<file path="src/rtl/seq_det_pkg.sv">
// Shared definitions for the multi-pattern Mealy sequence detector.
// Latency: n/a (types, constants and a width helper only).
// Backpressure: n/a.
package seq_det_pkg;

  localparam logic [1:0] MODE_OVERLAP = 2'd0;
  localparam logic [1:0] MODE_NONOVL  = 2'd1;
  localparam logic [1:0] MODE_FRAMED  = 2'd2;

  // Detection policy currently applied by the top level. Mode input value 3
  // decodes to ST_FRAMED as well.
  typedef enum logic [1:0] {
    ST_OVERLAP,
    ST_NONOVL,
    ST_FRAMED
  } mode_state_e;

  // Bits needed to hold 0..value-1; never less than one bit.
  function automatic int clog2(input int value);
    int r;
    r = 0;
    for (int i = 0; i < 31; i++) begin
      if ((1 << i) < value) r = i + 1;
    end
    return (r < 1) ? 1 : r;
  endfunction

endpackage

</file>
<file path="src/rtl/seq_pat_cmp.sv">
// One programmable pattern slot: pattern register plus enable-qualified compare.
// Latency: hit_o is combinational; a load lands on the next posedge.
// Backpressure: none; the compare is qualified by cmp_vld_i from the top level.
//
// Ports:
//   clk, rst_n  clock / async active-low reset (clears the pattern to 0)
//   load_i      write pat_q with data_i on posedge
//   data_i      new pattern value, MSB = first bit received
//   en_i        slot enable; a disabled slot never hits
//   cmp_vld_i   valid input bit and full history
//   word_i      {history, current bit}
//   hit_o       slot match in the current cycle
module seq_pat_cmp #(
  parameter int PAT_LEN = 4
) (
  input  logic               clk,
  input  logic               rst_n,
  input  logic               load_i,
  input  logic [PAT_LEN-1:0] data_i,
  input  logic               en_i,
  input  logic               cmp_vld_i,
  input  logic [PAT_LEN-1:0] word_i,
  output logic               hit_o
);

  logic [PAT_LEN-1:0] pat_q;
  logic [PAT_LEN-1:0] pat_d;

  always_comb begin
    pat_d = pat_q;
    if (load_i) pat_d = data_i;
  end

  always_ff @(posedge clk or negedge rst_n) begin
    if (!rst_n) pat_q <= '0;
    else        pat_q <= pat_d;
  end

  // Compares against the registered value, so a load in the same cycle
  // does not affect this cycle's hit.
  assign hit_o = cmp_vld_i & en_i & (word_i == pat_q);

endmodule

</file>
<file path="src/rtl/mealy_multi_seq_detector.sv">
// Mealy detector for N_PAT programmable PAT_LEN-bit patterns on a serial stream.
// Latency: zero; dec/hit_vec assert in the cycle the last pattern bit is present.
// Backpressure: none; in_valid low freezes history and fill and masks all hits.
//
// Ports:
//   clk, rst_n  clock / async active-low reset
//   in_valid    qualifies in
//   in          serial data bit
//   mode        0 overlap, 1 non-overlap, 2/3 framed
//   pat_en      per-slot enable
//   pat_load    pattern write strobe; pat_idx selects slot, pat_data is the value
//   cnt_clr     synchronous clear of hit_cnt (wins over a same-cycle hit)
//   dec         OR of hit_vec
//   hit_vec     per-slot match this cycle
//   hit_cnt     saturating count of cycles with dec=1
module mealy_multi_seq_detector
  import seq_det_pkg::*;
#(
  parameter int PAT_LEN = 4,
  parameter int N_PAT   = 3,
  parameter int CNT_W   = 8
) (
  input  logic               clk,
  input  logic               rst_n,
  input  logic               in_valid,
  input  logic               in,
  input  logic [1:0]         mode,
  input  logic [N_PAT-1:0]   pat_en,
  input  logic               pat_load,
  input  logic [2:0]         pat_idx,
  input  logic [PAT_LEN-1:0] pat_data,
  input  logic               cnt_clr,
  output logic               dec,
  output logic [N_PAT-1:0]   hit_vec,
  output logic [CNT_W-1:0]   hit_cnt
);

  localparam int HIST_W = PAT_LEN - 1;
  localparam int FILL_W = clog2(PAT_LEN);
  localparam logic [FILL_W-1:0] FILL_MAX = FILL_W'(PAT_LEN - 1);
  localparam logic [CNT_W-1:0]  CNT_MAX  = '1;

  logic [HIST_W-1:0]  hist_q, hist_d;
  logic [FILL_W-1:0]  fill_q, fill_d;
  logic [CNT_W-1:0]   hit_cnt_q, hit_cnt_d;
  mode_state_e        mode_q, mode_d;

  logic [PAT_LEN-1:0] word;
  logic               fill_full;
  logic               cmp_vld;
  logic               enter_framed;

  assign word      = {hist_q, in};
  assign fill_full = (fill_q == FILL_MAX);
  assign cmp_vld   = in_valid & fill_full;

  for (genvar g = 0; g < N_PAT; g++) begin : g_slot
    seq_pat_cmp #(
      .PAT_LEN(PAT_LEN)
    ) u_cmp (
      .clk      (clk),
      .rst_n    (rst_n),
      .load_i   (pat_load && (pat_idx == 3'(g))),
      .data_i   (pat_data),
      .en_i     (pat_en[g]),
      .cmp_vld_i(cmp_vld),
      .word_i   (word),
      .hit_o    (hit_vec[g])
    );
  end

  assign dec = |hit_vec;

  // Mode FSM: tracks the applied policy so that entry into framed mode can
  // be detected and the frame counter restarted.
  always_comb begin
    mode_d = mode_q;
    case (mode)
      MODE_OVERLAP: mode_d = ST_OVERLAP;
      MODE_NONOVL:  mode_d = ST_NONOVL;
      default:      mode_d = ST_FRAMED;
    endcase
  end

  assign enter_framed = (mode_d == ST_FRAMED) && (mode_q != ST_FRAMED);

  always_comb begin
    hist_d = hist_q;
    fill_d = fill_q;
    if (in_valid) begin
      hist_d = word[HIST_W-1:0];
      case (mode_d)
        ST_NONOVL: begin
          // A hit consumes its bits; the next match needs PAT_LEN fresh bits.
          if (dec)            fill_d = '0;
          else if (!fill_full) fill_d = fill_q + FILL_W'(1);
        end
        ST_FRAMED: begin
          // Every PAT_LEN-th valid bit closes a frame, hit or not.
          if (fill_full) fill_d = '0;
          else           fill_d = fill_q + FILL_W'(1);
        end
        default: begin
          if (!fill_full) fill_d = fill_q + FILL_W'(1);
        end
      endcase
    end
    // The first frame begins with the next valid bit after entering framed
    // mode, regardless of what was already in the history.
    if (enter_framed) fill_d = '0;
  end

  always_comb begin
    hit_cnt_d = hit_cnt_q;
    if (cnt_clr)                        hit_cnt_d = '0;
    else if (dec && hit_cnt_q != CNT_MAX) hit_cnt_d = hit_cnt_q + CNT_W'(1);
  end

  always_ff @(posedge clk or negedge rst_n) begin
    if (!rst_n) begin
      hist_q    <= '0;
      fill_q    <= '0;
      hit_cnt_q <= '0;
      mode_q    <= ST_OVERLAP;
    end else begin
      hist_q    <= hist_d;
      fill_q    <= fill_d;
      hit_cnt_q <= hit_cnt_d;
      mode_q    <= mode_d;
    end
  end

  assign hit_cnt = hit_cnt_q;

endmodule
</file>
<file path="config.mk">
export PLATFORM = sky130hd
export DESIGN_NAME = mealy_multi_seq_detector
export DESIGN_NICKNAME = d
export VERILOG_FILES = /design/src/rtl/seq_det_pkg.sv /design/src/rtl/seq_pat_cmp.sv /design/src/rtl/mealy_multi_seq_detector.sv
export SDC_FILE = /design/constraint.sdc
export NUM_CORES = 1
export LEC_CHECK = 0
export ABC_CLOCK_PERIOD_IN_PS = 1800
export BUFFER_PORTS_ARGS = -buffer_cell sky130_fd_sc_hd__buf_2
export CAP_MARGIN = 20
export CORE_MARGIN = 2
export CORE_UTILIZATION = 49
export DETAILED_ROUTE_END_ITERATION = 8
export GPL_TIMING_DRIVEN = 1
export PLACE_DENSITY_LB_ADDON = 0.3
export SYNTH_ARGS = -nofsm -noshare
export SYNTH_HDL_FRONTEND = slang
export SYNTH_SLANG_ARGS = --single-unit
</file>
<file path="constraint.sdc">
create_clock -name clk -period 1.8 [get_ports clk]
set_input_delay 0 -clock clk [delete_from_list [all_inputs] [get_ports clk]]
set_output_delay 0 -clock clk [all_outputs]
set_load 0.05 [all_outputs]
</file>
==> results of run 1 <==
## layer usage
metal  wire (microns)  share of wire
met5                0              0
met4               39          0.011
met3              105          0.030
met2             1760           0.51
met1             1560           0.45
## power by group
part	switching [mW]	internal, mW
Sequential	0.0590	0.685
Clock	0.175	0.0868
Combinational	0.160	0.183
## area by class of cell
cell class / instances / area [sq um]
Tap cell: 33 / 41.3
Fill cell: 226 / 1010
Timing Repair Buffer: 54 / 395
Inverter: 7 / 28.8
Clock buffer: 4 / 26.3
Multi-Input combinational cell: 91 / 826
Sequential cell: 27 / 678
## worst register-to-register path: cells and delay by family, from the launching register on
kind                      cells  cell delay (ps)
DFF                           1              430
AOI/OAI and AO/OA             1              290
buffers and inverters         1              140
and+or+nand+nor               2              370
muxes                         1              360
xor gates and xnor gates      1              180
## what timing repair did
| item | in CTS | in global routing |
|---|---|---|
| pin swaps | 5 | 3 |
| hold endpoints to repair | 43 | 0 |
| setup endpoints to repair | 9 | 12 |
| buffers inserted | 1 | 3 |
| gates resized for setup | 10 | 9 |
| hold buffers | 9 | 0 |
## registers in the layout, summed over array words and instances (netlist names)
signal              count
mode_q                  2
hist_q                  3
fill_q                  2
g_slot.u_cmp.pat_q     12
hit_cnt                 8
## metrics by stage
stage / util / TNS (ps) / std cells
after global placement: 0.589 / -54.5 / 199
after global routing: 0.665 / -841 / 216
final: 0.665 / -148 / 216
after floorplan: - / 0 / 131
after detailed placement: 0.589 / -155 / 199
after CTS: 0.643 / -68.7 / 213
## cells by family (layout without fill, tap and decap cells)
| family | after synthesis | in the layout |
|---|---|---|
| AOI/OAI and AO/OA | 20 | 20 |
| and+or+nand+nor | 35 | 35 |
| buffers and inverters | 13 | 65 |
| adders and majority gates | 4 | 4 |
| muxes | 20 | 20 |
| DFF | 27 | 27 |
| xor gates and xnor gates | 12 | 12 |
## synthesized netlist by cell type, types with 3 or more instances
master	instances	area, sq um
a21oi_1	5	25.0
a31oi_1	4	25.0
buf_4	3	22.5
dfrtp_1	27	676
ha_1	4	50.1
inv_1	4	15.0
mux2_2	17	191
nand2_1	3	11.3
nand2b_1	5	31.3
nor2_1	5	18.8
nor2b_1	5	31.3
xnor2_1	3	26.3
xor2_1	9	78.8
## worst min-delay path by stage
stage / startpoint / to / slack [ps] / depth (start not counted)
final: in_valid / fill_q[1]$_DFFE_PN0P_ / 70 / 2
after global routing: in_valid / fill_q[1]$_DFFE_PN0P_ / 30 / 2
after CTS: in_valid / fill_q[1]$_DFFE_PN0P_ / 40 / 2
after detailed placement: rst_n / g_slot[1].u_cmp.pat_q[3]$_DFFE_PN0P_ / 50 / 1
after global placement: rst_n / g_slot[1].u_cmp.pat_q[3]$_DFFE_PN0P_ / 30 / 1
after floorplan: rst_n / fill_q[0]$_DFFE_PN0P_ / -300 / 0
==> results.json, run 1 <==
{
  "status": "complete, but fails checks",
  "violations": "negative setup slack",
  "synth_edf_count": 0,
  "cts_buffer_depth": 2,
  "grt_max_degree": 28,
  "die_y_microns": 59.8,
  "leakagePower_nw": 0.957,
  "dpl_cell_area_sq_um": 1770,
  "cp_num_cells": 6,
  "crit_chain": "buf_6 -> xor2_2 -> nor3_2 -> nand4_4 -> a31oi_2 -> mux2_2",
  "ant_nets": 0,
  "drt_iter0_drc": 75,
  "met2_usage": 0.328,
  "period_needed_ps": 1860,
  "setup-violations-final": 5,
  "firstDrtPassIters": 4,
  "skew_ps": 3.69,
  "h-tree-depth": 1,
  "cp_max_fo": 5,
  "stdcell_area_sq_um": 2000,
  "endpoint": "hit_cnt[5]$_DFFE_PN0P_",
  "hold-worst-slack_ps": 65.9,
  "core_sq_um": 3000,
  "crit_required_ps": 2030,
  "synth_area_per_cell_sq_um": 11.6,
  "max_slew_margin": 0.610,
  "synthAdderAreaFrac": 0.0328,
  "die-area_sq_um": 3570,
  "synth_compound_area_frac": 0.103,
  "hold_viol": 0,
  "hp-class": "in -> reg",
  "slew_viol_final": 0,
  "num_antenna_cells": 0,
  "p_per_area_nw_per_um2": 676,
  "fin_nets": 206,
  "cap_violations": 0,
  "synth_simple_gate_area_frac": 0.158,
  "synth-xor-area-share": 0.0689,
  "gp_congestion": 0.795,
  "r2r_slack_ps": -60,
  "portBuffers": 29,
  "crit_buf_inv": 1,
  "cts_tree": "yes",
  "drive_gt1_frac": 0.475,
  "fp-row-count": 20,
  "netlist-cell-type-count": 40,
  "slowest_stage": "dfrtp_1",
  "clk_pin_slew_ps": 140,
  "period_share": 1.03,
  "io_pins": 30,
  "r2r-end": "hit_cnt[5]$_DFFE_PN0P_",
  "crit_start": "hist_q[2]$_DFFE_PN0P_",
  "grt_usage": 0.205,
  "vias": 1199,
  "start_util": 0.508,
  "path_class": "reg -> reg",
  "cp_slowest_stage_delay_ps": 430,
  "most-common-layout-cells": "dfrtp_1, buf_2, mux2_2",
  "synth_top_family_by_area": "simple AND/OR/NAND/NOR gates",
  "remaining_drc_errors": 0,
  "hpwl_microns": 2450,
  "synth_mux_area_frac": 0.152,
  "endpoint_kind": "register",
  "dpl_worst_slack_ps": -79.9,
  "start_kind": "register",
  "syn_nets": 153,
  "clock-sinks": 27,
  "syn_area_sq_um": 1530,
  "wirelength_microns": 3460,
  "async_reset_ff_frac": 1.00,
  "synth_cells": 131,
  "clock.fmax_ghz": 0.538,
  "grt_pass1_vias": 1159,
  "grt_pass1_wl_microns": 5400,
  "yosysSeqAreaShare": 0.443,
  "grt.met1_usage": 0.286,
  "top_usage_layer": "met2",
  "irDropWorstVdd_mv": 0.349,
  "ys_ff_latch": 27,
  "yosysWarnings": 0,
  "rr_worst_depth": 6,
  "fin_ws_ps": -59.3,
  "die_x_microns": 59.8,
  "worstPathArrival_ps": 2090,
  "rsz0062_at_grt": "true",
  "wire_per_inst_microns": 16.0,
  "cts_buffers": 3,
  "synth_flop_cell": "dfrtp_1",
  "syn_to_final_growth_pct": 30.8,
  "crit_family": "flip-flops",
  "worstReg2RegStart": "hist_q[2]$_DFFE_PN0P_",
  "worstMarginPinSlew_ps": 586,
  "vias_per_cell": 5.55,
  "gr-usage-met3": 0.0195,
  "root_buffer": "clkbuf_4",
  "clock_insertion_delay_worst_skew_ps": 320,
  "grt_remaining_overflow": 0,
  "power_mw": 1.35,
  "antenna_found_initial": 0
}
No activity file was read; power rests on OpenSTA's default activity.
==> run 2, diff against run 1 <==
--- a/config.mk
+++ b/config.mk
@@ -16,3 +16,4 @@
 export SYNTH_ARGS = -nofsm -noshare
 export SYNTH_HDL_FRONTEND = slang
 export SYNTH_SLANG_ARGS = --single-unit
+export TNS_END_PERCENT = 1
==> run 2 against run 1 <==
  * Clock-buffer cell count stayed put
  * Worst setup slack worse by 27 ps
  * Final cell count is 0.93% lower
  * Die area stayed put
  * Wire length is 2.5% lower
  * Critical endpoint is now hit_cnt[7]$_DFFE_PN0P_
  * Via count is 0.33% higher
  * The run still ends with negative setup slack left
  * Register-to-register slack worse by 30 ps
  * Non-clock buffer count is 2 lower
  * Sequential share of layout area is 0.41 points higher
  * First-iteration DRC count is 11% lower
  * Cell area is 1.2% lower
  * Critical path type unchanged
==> results.json, run 2 (same netlist as run 1, synthesis figures left out) <==
{
  "status": "complete, but fails checks",
  "violations": "negative setup slack",
  "hpwl_microns": 2450,
  "wire_per_inst_microns": 15.8,
  "grt_pass1_vias": 1174,
  "final_util": 0.657,
  "io_pins": 30,
  "dpl_worst_slack_ps": -79.9,
  "fp-row-count": 20,
  "max_slew_margin": 0.606,
  "grt_usage": 0.206,
  "ant_nets": 0,
  "r2r_slack_ps": -90,
  "cts_tree": "yes",
  "vias_per_cell": 5.62,
  "final_common_cell": "buf_2",
  "n_fill_cell": 232,
  "slowest_stage": "dfrtp_1",
  "most-common-layout-cells": "buf_2, dfrtp_1, mux2_2",
  "cts_buffers": 3,
  "hold_viol": 0,
  "dp.cells": 199,
  "start_kind": "register",
  "drt_iter0_drc": 67,
  "fin_nets": 204,
  "rr_worst_depth": 6,
  "syn_to_final_growth_pct": 29.3,
  "cts_buffer_depth": 2,
  "skew_ps": 6.69,
  "grt_pass1_wl_microns": 5450,
  "crit_required_ps": 2050,
  "clock-sinks": 27,
  "worstPathArrival_ps": 2140,
  "final_cells": 214,
  "wirelength_microns": 3380,
  "p_per_area_nw_per_um2": 694,
  "clock.fmax_ghz": 0.530,
  "fin_ws_ps": -86.2,
  "h-tree-depth": 1,
  "grt_remaining_overflow": 0,
  "period_needed_ps": 1890,
  "period_share": 1.05,
  "start_util": 0.508,
  "leakagePower_nw": 0.939,
  "gp_congestion": 0.795,
  "cp_slowest_stage_delay_ps": 430,
  "num_antenna_cells": 0,
  "core_sq_um": 3000,
  "slew_viol_final": 0,
  "cap_violations": 0,
  "clock_insertion_delay_worst_skew_ps": 330,
  "remaining_drc_errors": 0,
  "irDropWorstVdd_mv": 0.361,
  "grt_max_degree": 28,
  "die_x_microns": 59.8,
  "rsz0062_at_grt": "true",
  "top_register": "g_slot.u_cmp.pat_q",
  "firstDrtPassIters": 4,
  "hp-class": "in -> reg",
  "regArea_sq_um": 678,
  "tns_ps": -360,
  "clk_pin_slew_ps": 150,
  "drive_gt1_frac": 0.453,
  "antenna_found_initial": 0,
  "root_buffer": "clkbuf_4",
  "vias": 1203,
  "crit_chain": "xor2_1 -> nor3_2 -> nand4_4 -> buf_6 -> a311o_1 -> a221oi_2",
  "endpoint_kind": "register",
  "worstMarginPinSlew_ps": 592,
  "hold-path-cell-count": 2,
  "setup-violations-final": 10,
  "die-area_sq_um": 3570,
  "largest_register_ffs": 12,
  "multiInputGateArea_sq_um": 836,
  "die_y_microns": 59.8,
  "cp_max_fo": 4,
  "path_class": "reg -> reg",
  "portBuffers": 29
}
[run 2: changes by cell type in the layout (fill, tap and decap cells not counted), sizes merged]
cell,previous run,this run
clkbuf,5,4
buf,44,43
[run 2: power by group]
part	leakage, nW	switching [mW]	internal, mW
registers	0.338	0.0596	0.685
logic	0.586	0.173	0.184
clock network	0.0150	0.180	0.0868
[run 2: worst paths after layout]
check,start,endpoint
max,g_slot[0].u_cmp.pat_q[0]$_DFFE_PN0P_,hit_cnt[7]$_DFFE_PN0P_
min,in_valid,fill_q[1]$_DFFE_PN0P_
max reg2reg,g_slot[0].u_cmp.pat_q[0]$_DFFE_PN0P_,hit_cnt[7]$_DFFE_PN0P_
min reg2reg,g_slot[1].u_cmp.pat_q[1]$_DFFE_PN0P_,g_slot[1].u_cmp.pat_q[1]$_DFFE_PN0P_
max in group asynchronous,rst_n,hit_cnt[0]$_DFFE_PN0P_
min in group asynchronous,rst_n,g_slot[1].u_cmp.pat_q[3]$_DFFE_PN0P_
[run 2: area by class of cell]
cell class	count	area share
Clock buffer	4	0.0133
Sequential cell	27	0.344
Multi-Input combinational cell	91	0.424
Tap cell	33	0.0209
Timing Repair Buffer	52	0.182
Inverter	7	0.0159
[run 2: critical path: cells and delay by family, from the launching register on]
kind	cells	cell delay (ps)
XOR/XNOR	1	170
AO/OA/AOI/OAI	2	600
AND/OR/NAND/NOR	2	460
flip-flops	1	430
buffers and inverters	1	160
[run 2: repair_timing]
action | CTS | global route
resized for setup | 6 | 9
hold buffers | 9 | 0
setup endpoints to repair | 9 | 12
hold endpoints to repair | 43 | 0
pin swaps | 2 | 8
setup buffers | 0 | 2
[run 2: per-layer routing]
layer,GRT usage,up-vias,share of wire
met5,0,-,0
met4,0.0762,0,0.017
met3,0.0195,6,0.025
met2,0.335,25,0.50
met1,0.284,595,0.46
li1,-,577,-
[run 2: metrics by stage]
step / hold WS [ps] / instance area (sq um) / power, mW
2_1_floorplan: -296 / 1530 / 0.954
3_3_place_gp: 29.4 / 1770 / 1.05
3_5_place_dp: 46.8 / 1770 / 1.07
4_1_cts: 39.3 / 1910 / 1.36
5_1_grt: 32.3 / 1970 / 1.45
6_report: 46.1 / 1970 / 1.37
